--- src/rtl/rtc_pkg.sv ---
// Shared definitions for the RTC transaction scheduler and the RTC read/write
// sequencers: state encodings, default burst lengths and burst counter width.
package rtc_pkg;

  // Burst counter width shared with the write/read sequencers (holds 0..511).
  localparam int BURST_CNT_W = 9;

  // One complete burst covers all 10 address/data pairs.
  localparam int WR_CYCLES_DEF = 432;
  localparam int RD_CYCLES_DEF = 432;

  // State encodings chosen so the enables decode from state bits alone:
  // bit0 set only in ESC, bit1 without bit2 only in LEE, any bit means busy.
  localparam logic [2:0] ST_IDLE_ENC    = 3'b000;
  localparam logic [2:0] ST_ESC_ENC     = 3'b001;
  localparam logic [2:0] ST_LEE_ENC     = 3'b010;
  localparam logic [2:0] ST_GAP_ESC_ENC = 3'b100;
  localparam logic [2:0] ST_GAP_LEE_ENC = 3'b110;

  typedef enum logic [2:0] {
    IDLE    = ST_IDLE_ENC,
    ESC     = ST_ESC_ENC,
    LEE     = ST_LEE_ENC,
    GAP_ESC = ST_GAP_ESC_ENC,
    GAP_LEE = ST_GAP_LEE_ENC
  } state_e;

  // Terminal count of a phase that lasts 'cycles' clocks, counted from 0.
  function automatic logic [BURST_CNT_W-1:0] lastCount(input int cycles);
    return BURST_CNT_W'(cycles - 1);
  endfunction

endpackage

--- src/rtl/rtc_refresh_timer.sv ---
// Periodic refresh timer: counts while enabled, raises a single-cycle tick on
// the terminal count and wraps to 0. Disabling it holds the count at 0.
module rtc_refresh_timer
  import rtc_pkg::*;
#(
  parameter int REFRESH_CYCLES = 10_000_000,
  parameter int TMR_W          = 24
) (
  input  logic clk_i,
  input  logic reset_ni,
  input  logic en_i,
  output logic tick_o
);

  localparam logic [TMR_W-1:0] TMR_LAST = TMR_W'(REFRESH_CYCLES - 1);

  logic [TMR_W-1:0] count_q;
  logic [TMR_W-1:0] count_d;

  // Next count and terminal-count tick.
  always_comb begin
    count_d = count_q;
    tick_o  = 1'b0;
    if (!en_i) begin
      count_d = '0;
    end else if (count_q == TMR_LAST) begin
      count_d = '0;
      tick_o  = 1'b1;
    end else begin
      count_d = count_q + TMR_W'(1);
    end
  end

  // Timer register, cleared asynchronously.
  always_ff @(posedge clk_i or negedge reset_ni) begin
    if (!reset_ni) begin
      count_q <= '0;
    end else begin
      count_q <= count_d;
    end
  end

endmodule

--- src/rtl/rtc_transaction_scheduler.sv ---
// RTC transaction scheduler: arbitrates user writes against periodic and
// immediate reads, holds one sequencer enable for exactly one burst and then
// forces a low gap so the downstream sequencer counter restarts from 0.
// Optional feature macro RTC_BOOT_WRITE_EN: when defined, esc_pending comes
// out of reset set, so the first transaction initialises the RTC registers.
module rtc_transaction_scheduler
  import rtc_pkg::*;
#(
  parameter int WR_CYCLES      = WR_CYCLES_DEF,
  parameter int RD_CYCLES      = RD_CYCLES_DEF,
  parameter int GAP_CYCLES     = 4,
  parameter int REFRESH_CYCLES = 10_000_000,
  parameter int TMR_W          = 24
) (
  input  logic clk_i,
  input  logic reset_ni,
  input  logic req_esc_i,
  input  logic req_lee_i,
  input  logic refresh_en_i,
  output logic do_it_esc_o,
  output logic do_it_lee_o,
  output logic busy_o,
  output logic esc_pending_o,
  output logic esc_done_o,
  output logic lee_done_o
);

  localparam logic [BURST_CNT_W-1:0] WR_LAST  = lastCount(WR_CYCLES);
  localparam logic [BURST_CNT_W-1:0] RD_LAST  = lastCount(RD_CYCLES);
  localparam logic [BURST_CNT_W-1:0] GAP_LAST = lastCount(GAP_CYCLES);

`ifdef RTC_BOOT_WRITE_EN
  localparam logic ESC_PENDING_RST = 1'b1;
`else
  localparam logic ESC_PENDING_RST = 1'b0;
`endif

  state_e                 state_q;
  state_e                 state_d;
  logic [2:0]             stateBits;
  logic [BURST_CNT_W-1:0] burstCnt_q;
  logic [BURST_CNT_W-1:0] burstCnt_d;
  logic                   escPending_q;
  logic                   escPending_d;
  logic                   leePending_q;
  logic                   leePending_d;
  logic                   escDone_q;
  logic                   escDone_d;
  logic                   leeDone_q;
  logic                   leeDone_d;
  logic                   escTake;
  logic                   leeTake;
  logic                   refreshTick;

  rtc_refresh_timer #(
    .REFRESH_CYCLES (REFRESH_CYCLES),
    .TMR_W          (TMR_W)
  ) u_refresh_timer (
    .clk_i    (clk_i),
    .reset_ni (reset_ni),
    .en_i     (refresh_en_i),
    .tick_o   (refreshTick)
  );

  // Next-state, burst/gap counting and done-pulse decisions.
  always_comb begin
    state_d    = state_q;
    burstCnt_d = burstCnt_q;
    escDone_d  = 1'b0;
    leeDone_d  = 1'b0;
    escTake    = 1'b0;
    leeTake    = 1'b0;
    case (state_q)
      IDLE: begin
        burstCnt_d = '0;
        if (escPending_q) begin
          state_d = ESC;
          escTake = 1'b1;
        end else if (leePending_q) begin
          state_d = LEE;
          leeTake = 1'b1;
        end
      end
      ESC: begin
        if (burstCnt_q == WR_LAST) begin
          state_d    = GAP_ESC;
          burstCnt_d = '0;
          escDone_d  = 1'b1;
        end else begin
          burstCnt_d = burstCnt_q + BURST_CNT_W'(1);
        end
      end
      GAP_ESC: begin
        if (burstCnt_q == GAP_LAST) begin
          state_d    = IDLE;
          burstCnt_d = '0;
        end else begin
          burstCnt_d = burstCnt_q + BURST_CNT_W'(1);
        end
      end
      LEE: begin
        if (burstCnt_q == RD_LAST) begin
          state_d    = GAP_LEE;
          burstCnt_d = '0;
          leeDone_d  = 1'b1;
        end else begin
          burstCnt_d = burstCnt_q + BURST_CNT_W'(1);
        end
      end
      GAP_LEE: begin
        if (burstCnt_q == GAP_LAST) begin
          state_d    = IDLE;
          burstCnt_d = '0;
        end else begin
          burstCnt_d = burstCnt_q + BURST_CNT_W'(1);
        end
      end
      default: begin
        state_d    = IDLE;
        burstCnt_d = '0;
      end
    endcase
  end

  // Pending flags: a new request in the same cycle as the grant keeps the flag set.
  always_comb begin
    escPending_d = req_esc_i | (escPending_q & ~escTake);
    leePending_d = req_lee_i | refreshTick | (leePending_q & ~leeTake);
  end

  // State, counter, pending and done registers; reset drops everything at once.
  always_ff @(posedge clk_i or negedge reset_ni) begin
    if (!reset_ni) begin
      state_q      <= IDLE;
      burstCnt_q   <= '0;
      escPending_q <= ESC_PENDING_RST;
      leePending_q <= 1'b0;
      escDone_q    <= 1'b0;
      leeDone_q    <= 1'b0;
    end else begin
      state_q      <= state_d;
      burstCnt_q   <= burstCnt_d;
      escPending_q <= escPending_d;
      leePending_q <= leePending_d;
      escDone_q    <= escDone_d;
      leeDone_q    <= leeDone_d;
    end
  end

  assign stateBits     = state_q;
  assign do_it_esc_o   = stateBits[0];
  assign do_it_lee_o   = stateBits[1] & ~stateBits[2];
  assign busy_o        = |stateBits;
  assign esc_pending_o = escPending_q;
  assign esc_done_o    = escDone_q;
  assign lee_done_o    = leeDone_q;

endmodule

--- config.mk ---
export PLATFORM = sky130hd
export DESIGN_NAME = rtc_transaction_scheduler
export DESIGN_NICKNAME = d
export VERILOG_FILES = /design/src/rtl/rtc_pkg.sv /design/src/rtl/rtc_refresh_timer.sv /design/src/rtl/rtc_transaction_scheduler.sv
export SDC_FILE = /design/constraint.sdc
export NUM_CORES = 1
export LEC_CHECK = 0
export CAP_MARGIN = 20
export CORE_MARGIN = 2
export CORE_UTILIZATION = 61
export CTS_BUF_LIST = sky130_fd_sc_hd__clkbuf_4
export CTS_CLUSTER_SIZE = 8
export DETAILED_ROUTE_END_ITERATION = 8
export GPL_TIMING_DRIVEN = 0
export PLACE_DENSITY_LB_ADDON = 0.3
export SLEW_MARGIN = 25
export SYNTH_ARGS = -nofsm -noshare
export SYNTH_HDL_FRONTEND = slang
export SYNTH_SLANG_ARGS = --single-unit
--- constraint.sdc ---
create_clock -name clk_i -period 2.43 [get_ports clk_i]
set_input_delay 0.486 -clock clk_i [delete_from_list [all_inputs] [get_ports clk_i]]
set_output_delay 0.486 -clock clk_i [all_outputs]
set_load 0.05 [all_outputs]
==> results of run 1 <==
## synth_stat cells (all sizes together), types with 2 or more instances
cell / number / area share (%)
nand3: 9 / 2.3
nor4b: 3 / 1.3
buf: 2 / 0.51
nand4: 8 / 3.3
or4: 5 / 2.1
nand2: 14 / 2.7
a21oi: 11 / 3.0
xnor2: 12 / 5.3
nor3: 6 / 1.5
clkbuf: 5 / 0.95
or3: 8 / 2.5
o21ai: 7 / 1.8
nor2b: 3 / 0.95
xor2: 9 / 4.0
and3: 3 / 0.95
and2: 2 / 0.63
o31ai: 4 / 1.5
inv: 6 / 1.1
nor4: 4 / 1.3
dfrtp: 40 / 51
nor2: 24 / 4.6
and4: 3 / 1.3
ha: 2 / 1.3
## worst max-delay path: stages (launching register included)
cell and delay, ns:
dfrtp_1 0.34, clkbuf_1 0.27, nor2b_1 0.23, dlygate4sd2_1 0.55
## layer usage
metal	vias to the layer above	share of wire (%)	routed length (um)	track usage, %
met1	771	41	1545	26.52
met4	0	0.72	27	10.25
li1	752	-	-	-
met5	-	0	0	0
met3	4	4.0	148	5.757
met2	40	54	2006	37.17
## worst paths after layout
check	start	end	slack, ns	depth (start not counted)
worst max-delay path	stateBits[1]$_DFFE_PN0P_	do_it_lee_o	0.20	3
worst min-delay path	reset_ni	u_refresh_timer.count_q[22]$_DFF_PN0_	0.09	1
worst max register to register	u_refresh_timer.count_q[0]$_DFF_PN0_	u_refresh_timer.count_q[20]$_DFF_PN0_	0.23	6
worst min register to register	burstCnt_q[0]$_DFF_PN0_	burstCnt_q[0]$_DFF_PN0_	0.50	1
max in group asynchronous	reset_ni	u_refresh_timer.count_q[8]$_DFF_PN0_	1.87	2
min in group clk_i	burstCnt_q[0]$_DFF_PN0_	burstCnt_q[0]$_DFF_PN0_	0.50	1
## kinds of logic after synthesis
logic type               Yosys count  synth area share, %
AO/OA/AOI/OAI                     30                9.576
adder cells (fa/ha/maj)            2                1.268
flip-flops                        40                50.73
buffers and inverters             13                2.600
XOR/XNOR                          21                9.322
AND/OR/NAND/NOR                   95                26.51
## through the flow
stage | utilization [%] | TNS (ns) | std cells | hold slack, ns
after floorplan | - | 0 | 201 | 0.1904
after global placement | 69.71 | -0.7477 | 255 | 0.4658
after detailed placement | 70.45 | 0 | 256 | 0.4755
after CTS | 72.21 | 0 | 264 | 0.09312
after global routing | 72.25 | 0 | 264 | 0.1043
final | 72.25 | 0 | 264 | 0.08935
## area by class of cell
| cell class | count | area, um2 |
|---|---|---|
| inverter | 6 | 22.52 |
| clock buffer | 7 | 52.55 |
| multi-input combinational | 148 | 925.9 |
| fill | 232 | 847.1 |
| clock inverter | 1 | 3.754 |
| buffer | 7 | 28.78 |
| sequential | 40 | 1001 |
| timing repair buffer | 11 | 116.4 |
| tap | 44 | 55.05 |
## flip-flops by register name, indices dropped and copies added, names as in the netlist
signal	flops
burstCnt_q	9
esc_done_o	1
esc_pending_o	1
leePending_q	1
lee_done_o	1
stateBits	3
u_refresh_timer.count_q	24
## power breakdown
group	total [mW]	switching, mW	leakage [nW]	internal, mW
combinational	0.202	0.105	0.313	0.0976
sequential	0.807	0.0772	0.527	0.730
clock	0.336	0.203	0.0338	0.134
## repair_timing
action	CTS	global route
hold buffers	0	0
endpoints found under the setup margin	2	14
cloned	0	0
pin swaps	0	0
resized for setup	2	3
endpoints found under the hold margin	0	0
==> flow_metrics.env, run 1 <==
export IMPL_status="finished clean"
export IMPL_syn_instance_count=201
export IMPL_clkSinkCount=40
export IMPL_finalCritPeriodShare_pct=91.95
export IMPL_required_ns=1.94
export IMPL_clk_pin_slew_ns=0.12
export IMPL_drv_slew=0
export IMPL_final_common_cell="dfrtp_1"
export IMPL_die_y_um=60.88
export IMPL_die_area_um2=3706
export IMPL_place_area_um2=2151
export IMPL_p_leak_nw=0.8739
export IMPL_row_count=20
export IMPL_hold_path_class="in -> async"
export IMPL_grt_pass1_vias=1397
export IMPL_synth_cell_types=37
export IMPL_synth_flop_cell="dfrtp_1"
export IMPL_detail_route_antenna_nets=0
export IMPL_layout_drive_gt1_share_pct=7.727
export IMPL_tightest_slew_ns=0.6508
export IMPL_skew_ns=0.01493
export IMPL_finalHoldViolations=0
export IMPL_rsz0062_at_grt="false"
export IMPL_grt_max_degree=22
export IMPL_worst_setup_path_start_kind="flip-flop"
export IMPL_power_total_mw=1.346
export IMPL_drc=0
export IMPL_min_period_ns=2.234
export IMPL_grt_usage_pct=22.09
export IMPL_final_cell_mix="40 x dfrtp_1, 24 x nor2_1, 14 x nand2_1"
export IMPL_grt_pass1_wl_mm=6.037
export IMPL_cts_setup_buffers=0
export IMPL_vias=1567
export IMPL_nets=226
export IMPL_syn_cell_area_um2=1973
export IMPL_core_area_um2=3053
export IMPL_crit_type="reg -> out"
export IMPL_syn_to_final_growth_pct=11.79
export IMPL_firstDrtPassIters=5
export IMPL_routed_wl_mm=3.727
export IMPL_antenna_found_initial=0
export IMPL_endpoint_kind="primary output"
export IMPL_synth_avg_cell_area_um2=9.817
export IMPL_ir_drop_uv=337.8
export IMPL_finalInstanceArea_um2=2206
export IMPL_ys_async_sr_fraction_pct=100.0
export IMPL_ys_seq_elements=40
export IMPL_synth_edf_count=0
export IMPL_worst_slack_ns=0.1957
export IMPL_hpwl_mm=2.679
export IMPL_clock_path_buffers=2
export IMPL_clock_root_buffer="clkbuf_4"
export IMPL_port_buffers=10
export IMPL_drtIter0Drc=125
export IMPL_post_place_ws_ns=0.1440
export IMPL_cts_buffers=5
export IMPL_maxSlewHeadroom_pct=56.45
export IMPL_yosysSeqAreaShare_pct=50.73
export IMPL_clk_latency_ns=0.34
export IMPL_insertedDiodeCount=0
export IMPL_powerDensity_nw_per_um2=610.2
export IMPL_initial_core_util_pct=64.63
export IMPL_die_x_um=60.88
export IMPL_place_gp_congestion=0.7723
export IMPL_cts_htree_levels=2
export IMPL_syn_num_nets=208
export IMPL_yosysWarnings=0
export IMPL_fmax_ghz=0.4476
export IMPL_drv_cap=0
export IMPL_wire_per_inst_um=14.12
export IMPL_cts_tree="built"
export IMPL_io_pins=11
export IMPL_setup_violations=0
export IMPL_critPathArrivalTime_ns=1.75
export IMPL_viasPerCell=5.936
export IMPL_cp_max_fo=9
export IMPL_grt_overflow=0
Power figures use the tool's default switching activity.
==> inputs of run 2 (changes only) <==
Settings changed: CORE_UTILIZATION 61 to 58, CTS_BUF_LIST sky130_fd_sc_hd__clkbuf_4 to sky130_fd_sc_hd__clkbuf_16, SLEW_MARGIN 25 to 20.
==> flow_metrics.env, run 2 (same netlist as run 1, synthesis figures left out) <==
export IMPL_status="finished clean"
export IMPL_cts_buffers=5
export IMPL_n_fill_cell=259
export IMPL_cts_hold_buf=0
export IMPL_stdcell_count=266
export IMPL_cp_startpoint="stateBits[0]$_DFFE_PN0P_"
export IMPL_clk_latency_ns=0.28
export IMPL_insertedDiodeCount=0
export IMPL_maxSlewHeadroom_pct=57.35
export IMPL_initial_core_util_pct=59.60
export IMPL_power_total_mw=1.621
export IMPL_powerDensity_nw_per_um2=707.2
export IMPL_detail_route_antenna_nets=0
export IMPL_io_pins=11
export IMPL_cts_htree_levels=2
export IMPL_finalCritPeriodShare_pct=92.17
export IMPL_ir_drop_uv=506.0
export IMPL_r2r_cells=6
export IMPL_met1_length_mm=1.594
export IMPL_seqPwrFrac_pct=49.7
export IMPL_worst_slack_ns=0.1902
export IMPL_wire_per_inst_um=14.39
export IMPL_finalHoldViolations=0
export IMPL_ff2ff_setup_slack_ns=0.21
export IMPL_setup_tns_ns=0
export IMPL_antenna_found_initial=0
export IMPL_place_gp_congestion=0.7911
export IMPL_sw_frac_of_total_pct=26.08
export IMPL_final_common_cell="dfrtp_1"
export IMPL_r2r_end="u_refresh_timer.count_q[20]$_DFF_PN0_"
export IMPL_intPower_mw=1.198
export IMPL_rsz0062_at_grt="false"
export IMPL_endpoint="busy_o"
export IMPL_fin_worst_hold_slack_ns=0.1219
export IMPL_critPathArrivalTime_ns=1.75
export IMPL_drtIter0Drc=124
export IMPL_setup_violations=0
export IMPL_wl_met3_um=97
export IMPL_tightest_slew_ns=0.6374
export IMPL_drv_cap=0
export IMPL_grt_pass1_wl_mm=6.837
export IMPL_nets=226
export IMPL_routed_wl_mm=3.829
export IMPL_p_leak_nw=0.9126
export IMPL_path_depth=3
export IMPL_grt_overflow=0
export IMPL_dr_wl_met2_mm=2.071
export IMPL_hold_path_class="in -> async"
export IMPL_largest_reg_flops=24
export IMPL_die_y_um=62.33
export IMPL_cpMaxStageDelayCell="or3_1"
export IMPL_clkPwrFrac_pct=37.5
export IMPL_final_cell_mix="40 x dfrtp_1, 24 x nor2_1, 14 x nand2_1"
export IMPL_crit_chain="clkbuf_1, or3_1, dlygate4sd2_1"
export IMPL_placed_cells=258
export IMPL_place_area_um2=2153
export IMPL_port_buffers=10
export IMPL_skew_ns=0.001357
export IMPL_cpLargestDelayFamily="buffers and inverters"
export IMPL_worst_setup_path_start_kind="flip-flop"
export IMPL_multiInputGateArea_um2=925.9
export IMPL_min_period_ns=2.240
export IMPL_endpoint_kind="primary output"
export IMPL_syn_to_final_growth_pct=16.17
export IMPL_cts_tree="built"
export IMPL_row_count=21
export IMPL_finalInstanceArea_um2=2292
export IMPL_required_ns=1.94
export IMPL_top_register="u_refresh_timer.count_q"
export IMPL_cp_max_fo=10
export IMPL_fmax_ghz=0.4465
export IMPL_final_core_util_pct=69.24
export IMPL_register_area_um2=1001
export IMPL_clock_root_buffer="clkbuf_16"
export IMPL_firstDrtPassIters=4
export IMPL_die_x_um=62.33
export IMPL_clkSinkCount=40
export IMPL_layout_drive_gt1_share_pct=6.364
export IMPL_grt_pass1_vias=1589
export IMPL_post_place_ws_ns=0.09392
export IMPL_p_comb_share_pct=12.8
export IMPL_vias=1571
export IMPL_drc=0
export IMPL_slowest_delay_ns=0.46
export IMPL_crit_type="reg -> out"
export IMPL_hpwl_mm=2.732
export IMPL_crit_buf_inv=2
export IMPL_worstReg2RegStart="u_refresh_timer.count_q[0]$_DFF_PN0_"
export IMPL_top_layer_used="met4"
export IMPL_clk_pin_slew_ns=0.05
export IMPL_power_switching_mw=0.4227
export IMPL_die_area_um2=3884
export IMPL_viasPerCell=5.906
export IMPL_clock_path_buffers=2
export IMPL_drv_slew=0
export IMPL_grt_usage_pct=22.31
export IMPL_core_area_um2=3311
export IMPL_grt_max_degree=26
-- run 2: worst min path at each step --
| stage | from | end | slack, ns | cells after the start |
|---|---|---|---|---|
| 2_1_floorplan | reset_ni | burstCnt_q[0]$_DFF_PN0_ | 0.19 | 0 |
| 3_3_place_gp | burstCnt_q[0]$_DFF_PN0_ | burstCnt_q[0]$_DFF_PN0_ | 0.46 | 1 |
| 3_5_place_dp | reset_ni | u_refresh_timer.count_q[22]$_DFF_PN0_ | 0.43 | 1 |
| 4_1_cts | reset_ni | u_refresh_timer.count_q[22]$_DFF_PN0_ | 0.13 | 1 |
| 5_1_grt | reset_ni | u_refresh_timer.count_q[22]$_DFF_PN0_ | 0.15 | 1 |
| 6_report | reset_ni | u_refresh_timer.count_q[22]$_DFF_PN0_ | 0.12 | 1 |
-- run 2: what timing repair did --
action	in CTS	in global routing
setup buffers	0	0
setup endpoints to repair	2	20
resized for setup	2	1
-- run 2: area by class of cell --
cell class	count	area share, %
clock buffer	5	5.459
buffer	7	1.255
inverter	6	0.9825
clock inverter	3	0.4913
multi-input combinational	148	40.39
tap	46	2.511
sequential	40	43.67
timing repair buffer	11	5.240
-- run 2: layer usage --
layer	GRT usage (%)	vias to the layer above
li1	-	751
met1	24.82	783
met2	41.30	30
met3	4.710	7
met4	9.167	0
met5	0	-
-- run 2: power by group through the flow --
stage | Combinational, mW | Sequential (mW) | Clock, mW
floorplan | 0.149 | 0.799 | 0
global placement | 0.186 | 0.810 | 0
detailed placement | 0.208 | 0.817 | 0
CTS | 0.211 | 0.805 | 0.617
global route | 0.238 | 0.819 | 0.642
finish | 0.207 | 0.806 | 0.608
==> inputs of run 3 (changes only) <==
Settings changed: GPL_ROUTABILITY_DRIVEN set to 0, SETUP_SLACK_MARGIN set to 0.02.
==> results of run 3 <==
The final DEF is identical to that of run 2; final timing and power are the same.
